**config.mk**
```make
export PLATFORM = sky130hd
export DESIGN_NAME = muller_c_proj_formal_top
export DESIGN_NICKNAME = d
export VERILOG_FILES = /design/src/rtl/muller_c_pkg.sv /design/src/rtl/muller_c_lane.sv /design/src/rtl/muller_c_proj_formal_top.sv
export SDC_FILE = /design/constraint.sdc
export NUM_CORES = 1
export LEC_CHECK = 0
export CORE_AREA = 10 10 75 77
export DETAILED_ROUTE_END_ITERATION = 16
export DIE_AREA = 0 0 85 87
export PLACE_DENSITY = 0.7
export SLEW_MARGIN = 40
export SYNTH_ARGS = -nofsm -noshare
export SYNTH_HDL_FRONTEND = slang
export SYNTH_SLANG_ARGS = --single-unit
```
**constraint.sdc**
```tcl
create_clock -name clk -period 1.7 [get_ports clk]
set_clock_uncertainty 0.15 [all_clocks]
set_input_delay 0.17 -clock clk [delete_from_list [all_inputs] [get_ports clk]]
set_output_delay 0.17 -clock clk [all_outputs]
set_load 0.01 [all_outputs]
```
**src/rtl/muller_c_pkg.sv**
```systemverilog
// Shared defaults and io_in bit-mapping helper for the muller_c C-element bank.
package muller_c_pkg;

    localparam int DEF_LANES = 3;
    localparam int DEF_CNT_W = 8;

    typedef struct packed {
        int a_pos;
        int b_pos;
    } lane_idx_t;

    // Lane i is fed from a pair of adjacent io_in bits: a at 2i, b at 2i+1.
    function automatic lane_idx_t lane_io_idx(input int lane);
        lane_idx_t idx;
        idx.a_pos = 2 * lane;
        idx.b_pos = 2 * lane + 1;
        return idx;
    endfunction

endpackage

```
**src/rtl/muller_c_lane.sv**
```systemverilog
// One clocked two-input C-element with transition counter and sticky
// handshake-withdrawal detector.
module muller_c_lane
    import muller_c_pkg::*;
#(
    parameter int CNT_W = DEF_CNT_W
) (
    input  logic             clk,
    input  logic             rst,
    input  logic             a,
    input  logic             b,
    output logic             c,
    output logic             hazard,
    output logic [CNT_W-1:0] cnt
);

    logic pending;
    logic agree;
    logic fire;
    logic withdraw;

    assign agree    = (a == b);
    assign fire     = agree && (a != c);
    // One input had moved away last edge and has now come back to c.
    assign withdraw = pending && agree && (a == c);

    always_ff @(posedge clk or posedge rst) begin
        if (rst) begin
            c       <= 1'b0;
            pending <= 1'b0;
            hazard  <= 1'b0;
            cnt     <= '0;
        end else begin
            pending <= a ^ b;
            if (agree)
                c <= a;
            if (fire)
                cnt <= cnt + CNT_W'(1);
            if (withdraw)
                hazard <= 1'b1;
        end
    end

endmodule

```
**src/rtl/muller_c_proj_formal_top.sv**
```systemverilog
// Bank of LANES clocked C-elements fed from packed io_in, plus all-high/all-low
// reductions of the lane states.
module muller_c_proj_formal_top
    import muller_c_pkg::*;
#(
    parameter int LANES = DEF_LANES,
    parameter int CNT_W = DEF_CNT_W
) (
    input  logic                   clk,
    input  logic                   rst,
    input  logic [2*LANES-1:0]     io_in,
    output logic [LANES-1:0]       io_out,
    output logic                   all_high,
    output logic                   all_low,
    output logic [LANES-1:0]       hazard,
    output logic [LANES*CNT_W-1:0] trans_cnt
);

    for (genvar i = 0; i < LANES; i++) begin : g_lane
        localparam lane_idx_t IDX = lane_io_idx(i);

        muller_c_lane #(
            .CNT_W (CNT_W)
        ) u_lane (
            .clk    (clk),
            .rst    (rst),
            .a      (io_in[IDX.a_pos]),
            .b      (io_in[IDX.b_pos]),
            .c      (io_out[i]),
            .hazard (hazard[i]),
            .cnt    (trans_cnt[i*CNT_W +: CNT_W])
        );
    end

    assign all_high = &io_out;
    assign all_low  = ~|io_out;

endmodule

```
==> impl_results.md <==
- Reg2Reg Depth: 3
- Final wirelength: 3867 µm
- Tightest Pin Transition: ~280 ps
- Max Cap Violations: 0
- GRT Resource Usage Total: 0.1076
- Pwr per Cell Area: about 1400 nW/µm²
- Pin count of the biggest net entering global routing: 32
- Outcome: finished, final reports clean
- Clk root buf: clkbuf_8
- Synthesized area: approximately 1700 µm²
- HP Class: flip-flop to flip-flop
- Crit path arrival time: between 1000 and 1500 ps
- DIE AREA: roughly 7400 µm²
- Fin. max-slew vios: 0
- Htree depth: 2
- Util after Layout: 0.5349
- Die Y-Extent: 87 µm
- Initial core utilization: 0.3989
- Distinct cell type count after synthesis: 28
- WS Path Type: flip-flop to output pin
- Setup Viol. Count Final: 0
- Gpl congestion: 0.7990
- Post-route ant nets: 0
- Boundary Pins: 40
- Worst Slack Setup Final: ~48 ps
- Ys flop type: dfrtp_1
- Synth Area in XOR/XNOR: 0.1244
- Fillers: 368
- Final hold violation count: 0
- Final cycle utilization of the critical path: 0.9719
- First-pass GRT wire length: 6410 µm
- Drt drc: 0
- Hold path endpoint: g_lane[0].u_lane.hazard
- Initial DRC Count: between 60 and 70
- Mapped Cells: about 160
- DR vias: 1300
- Post-synthesis average cell area: roughly 11 µm²
- Pre-antenna DRT Iters: 3
- Clock sinks: 33
- Area leader, netlist: dfrtp_1
- Async S/R FF share, synth: 1.000
- Worst-Skew Late Latency: roughly 280 ps
- Post-Synth Simple-Gate Area: 0.1593
- Post-Layout Cell Count: 257
- Initial antenna violation count: 0
- DR vias/cell: just over 5
- Hold depth: 1
- Reg2reg setup slack: around 60 ps
- Multi-input combinational cell area: about 760 µm²
- DR WL/cell: between 15 and 20 µm
- CTS tree: built
- CORE AREA: approximately 4200 µm²
- Number of global-route vias before repair: roughly 1400
- Synth Area in Compound Gates: 0.1111
- Layout cells sized above 1: 0.1561
- CP required: around 1400 ps
- Post-synth net total: 169
- GR Overflow Total: 0
- Worst R2R End: g_lane[1].u_lane.cnt[5]
- RSZ-0062 raised after global routing: false
- Static Leak: roughly 0.98 nW
- Synth top area cells: dfrtp_1 49%, xor2_1 12%, a211oi_1 3.6%, buf_4 3.6%, nand3_1 3.3%
- Worst VDD drop: about 650 µV
- Number of I/O port buffers: 39
- Seq/Total Area, Yosys: 0.4889
- Adder-cell share of the synthesized area: 0.04000
- Multiplexer share of the synthesized area: 0.006667
- Post-synth top cells: 33 x dfrtp_1, 23 x xor2_1, 11 x nand3_1
- Storage cell area: just over 800 µm²
- HP Start: g_lane[0].u_lane.hazard
- Nets@finish: about 220
- R2R Path Start: g_lane[1].u_lane.c
- Die W: ~85 µm
- HPWL Detailed: 2913 µm
- #FFs+latches synth: 33
- Total CTS buffers: 5
- Placed cell count: between 200 and 250
- Crit-path max FO: 4
- Final worst path period need: 1652 ps
- Row Count: 24
- Synth Warn #: 0
- Layout area overhead: 34.07%
- Slew margin rel.: 0.8125
- Main combinational cell family by area after synthesis: simple AND/OR/NAND/NOR gates
- Crit end category: output pin
- Post-synth EDFFs: 0
- Clock transition at the registers of the reported paths: 70 ps
- Most common cell in the synthesized netlist: dfrtp_1
- Clk buf depth: 2
- Pre-CTS setup slack: -212.6 ps
- F_max: 605.2 MHz
- Antenna diode count: 0
- Worst setup SP type: flip-flop
- Post-synth top area share: 0.4889
- Tot Pwr: approximately 0.0032 W
routing by layer:
metal / vias up / GRT usage / share of wire
met5: - / 0 / 0
li1: 637 / - / -
met4: 0 / 0.05389 / 0.019
met3: 7 / 0.03464 / 0.061
met1: 628 / 0.1078 / 0.41
met2: 28 / 0.1955 / 0.51
worst max-delay path by stage:
stage	endpoint	startpoint	slack (ps)
after floorplan	g_lane[1].u_lane.cnt[5]	g_lane[1].u_lane.c	80
after global placement	g_lane[0].u_lane.cnt[7]	io_in[0]	-160
after detailed placement	g_lane[0].u_lane.cnt[7]	io_in[0]	-210
after CTS	all_low	g_lane[1].u_lane.c	10
after global routing	trans_cnt[8]	g_lane[1].u_lane.cnt[0]	10
final	all_high	g_lane[1].u_lane.c	50
logic make-up after synthesis:
group,after synthesis
AO/OA/AOI/OAI,27
XOR/XNOR,24
adder cells (fa/ha/maj),6
buffers and inverters,20
flip-flops,33
multiplexers,1
AND/OR/NAND/NOR,47
layout by cell type (no fill, tap or decap), drive strengths merged:
cell type,netlist,routed
nor3,6,6
nor2b,4,4
xor2,23,23
nand2b,3,3
a21oi,9,9
maj3,3,3
nand3b,3,3
nor2,2,2
and3,4,4
o311a,2,2
a2111oi,1,1
clkinv,0,2
buf,13,14
inv,5,5
or3b,3,3
nand3,11,11
dfrtp,33,33
nor3b,2,2
dlymetal6s2s,0,1
nand4,3,3
mux2,1,1
clkdlybuf4s50,0,35
ha,3,3
dlygate4sd3,0,1
o21ai,7,7
a211oi,8,8
nand2,6,6
xnor2,1,1
dlygate4sd2,0,2
clkbuf,2,7
where the power goes:
part	total [W]	internal, W	leakage (nW)	switching [W]
Combinational	0.00123	0.000708	0.557	0.000525
Sequential	0.00141	0.00105	0.383	0.000357
Clock	0.000562	0.000283	0.0450	0.000279
Total	0.00320	0.00204	0.984	0.00116
state kept, by name (all words and copies together) (netlist names):
name                   count
g_lane.u_lane.c            3
g_lane.u_lane.cnt         24
g_lane.u_lane.hazard       3
g_lane.u_lane.pending      3
metrics by stage:
stage                     area, µm²  hold slack (ps)  setup TNS (ps)
after floorplan                1689            107.0               0
after global placement         2148            212.7           -1369
after detailed placement       2148            224.0           -2030
after CTS                      2246            319.7               0
after global routing           2265            333.1               0
final                          2265            314.1               0
layout make-up:
cell class / count / share of cell area
Clock buffer: 6 / 0.03204
Clock inverter: 2 / 0.004420
Inverter: 5 / 0.008287
Multi-Input combinational cell: 105 / 0.3337
Sequential cell: 33 / 0.3663
Tap cell: 52 / 0.02873
Timing Repair Buffer: 54 / 0.2265
timing repair:
| item | in CTS | in global routing |
|---|---|---|
| setup endpoints to repair | 4 | 11 |
| hold buffers | 1 | 0 |
| buffers inserted | 1 | 1 |
| gates cloned | 0 | 0 |
| gates resized for setup | 4 | 8 |
| hold endpoints to repair | 2 | 0 |
critical path, cell delays in order (launching register included):
cell and delay [ps]:
dfrtp_1 420, buf_4 160, and3_2 190, dlygate4sd2_1 280
No activity file was read; power rests on OpenSTA's default activity.
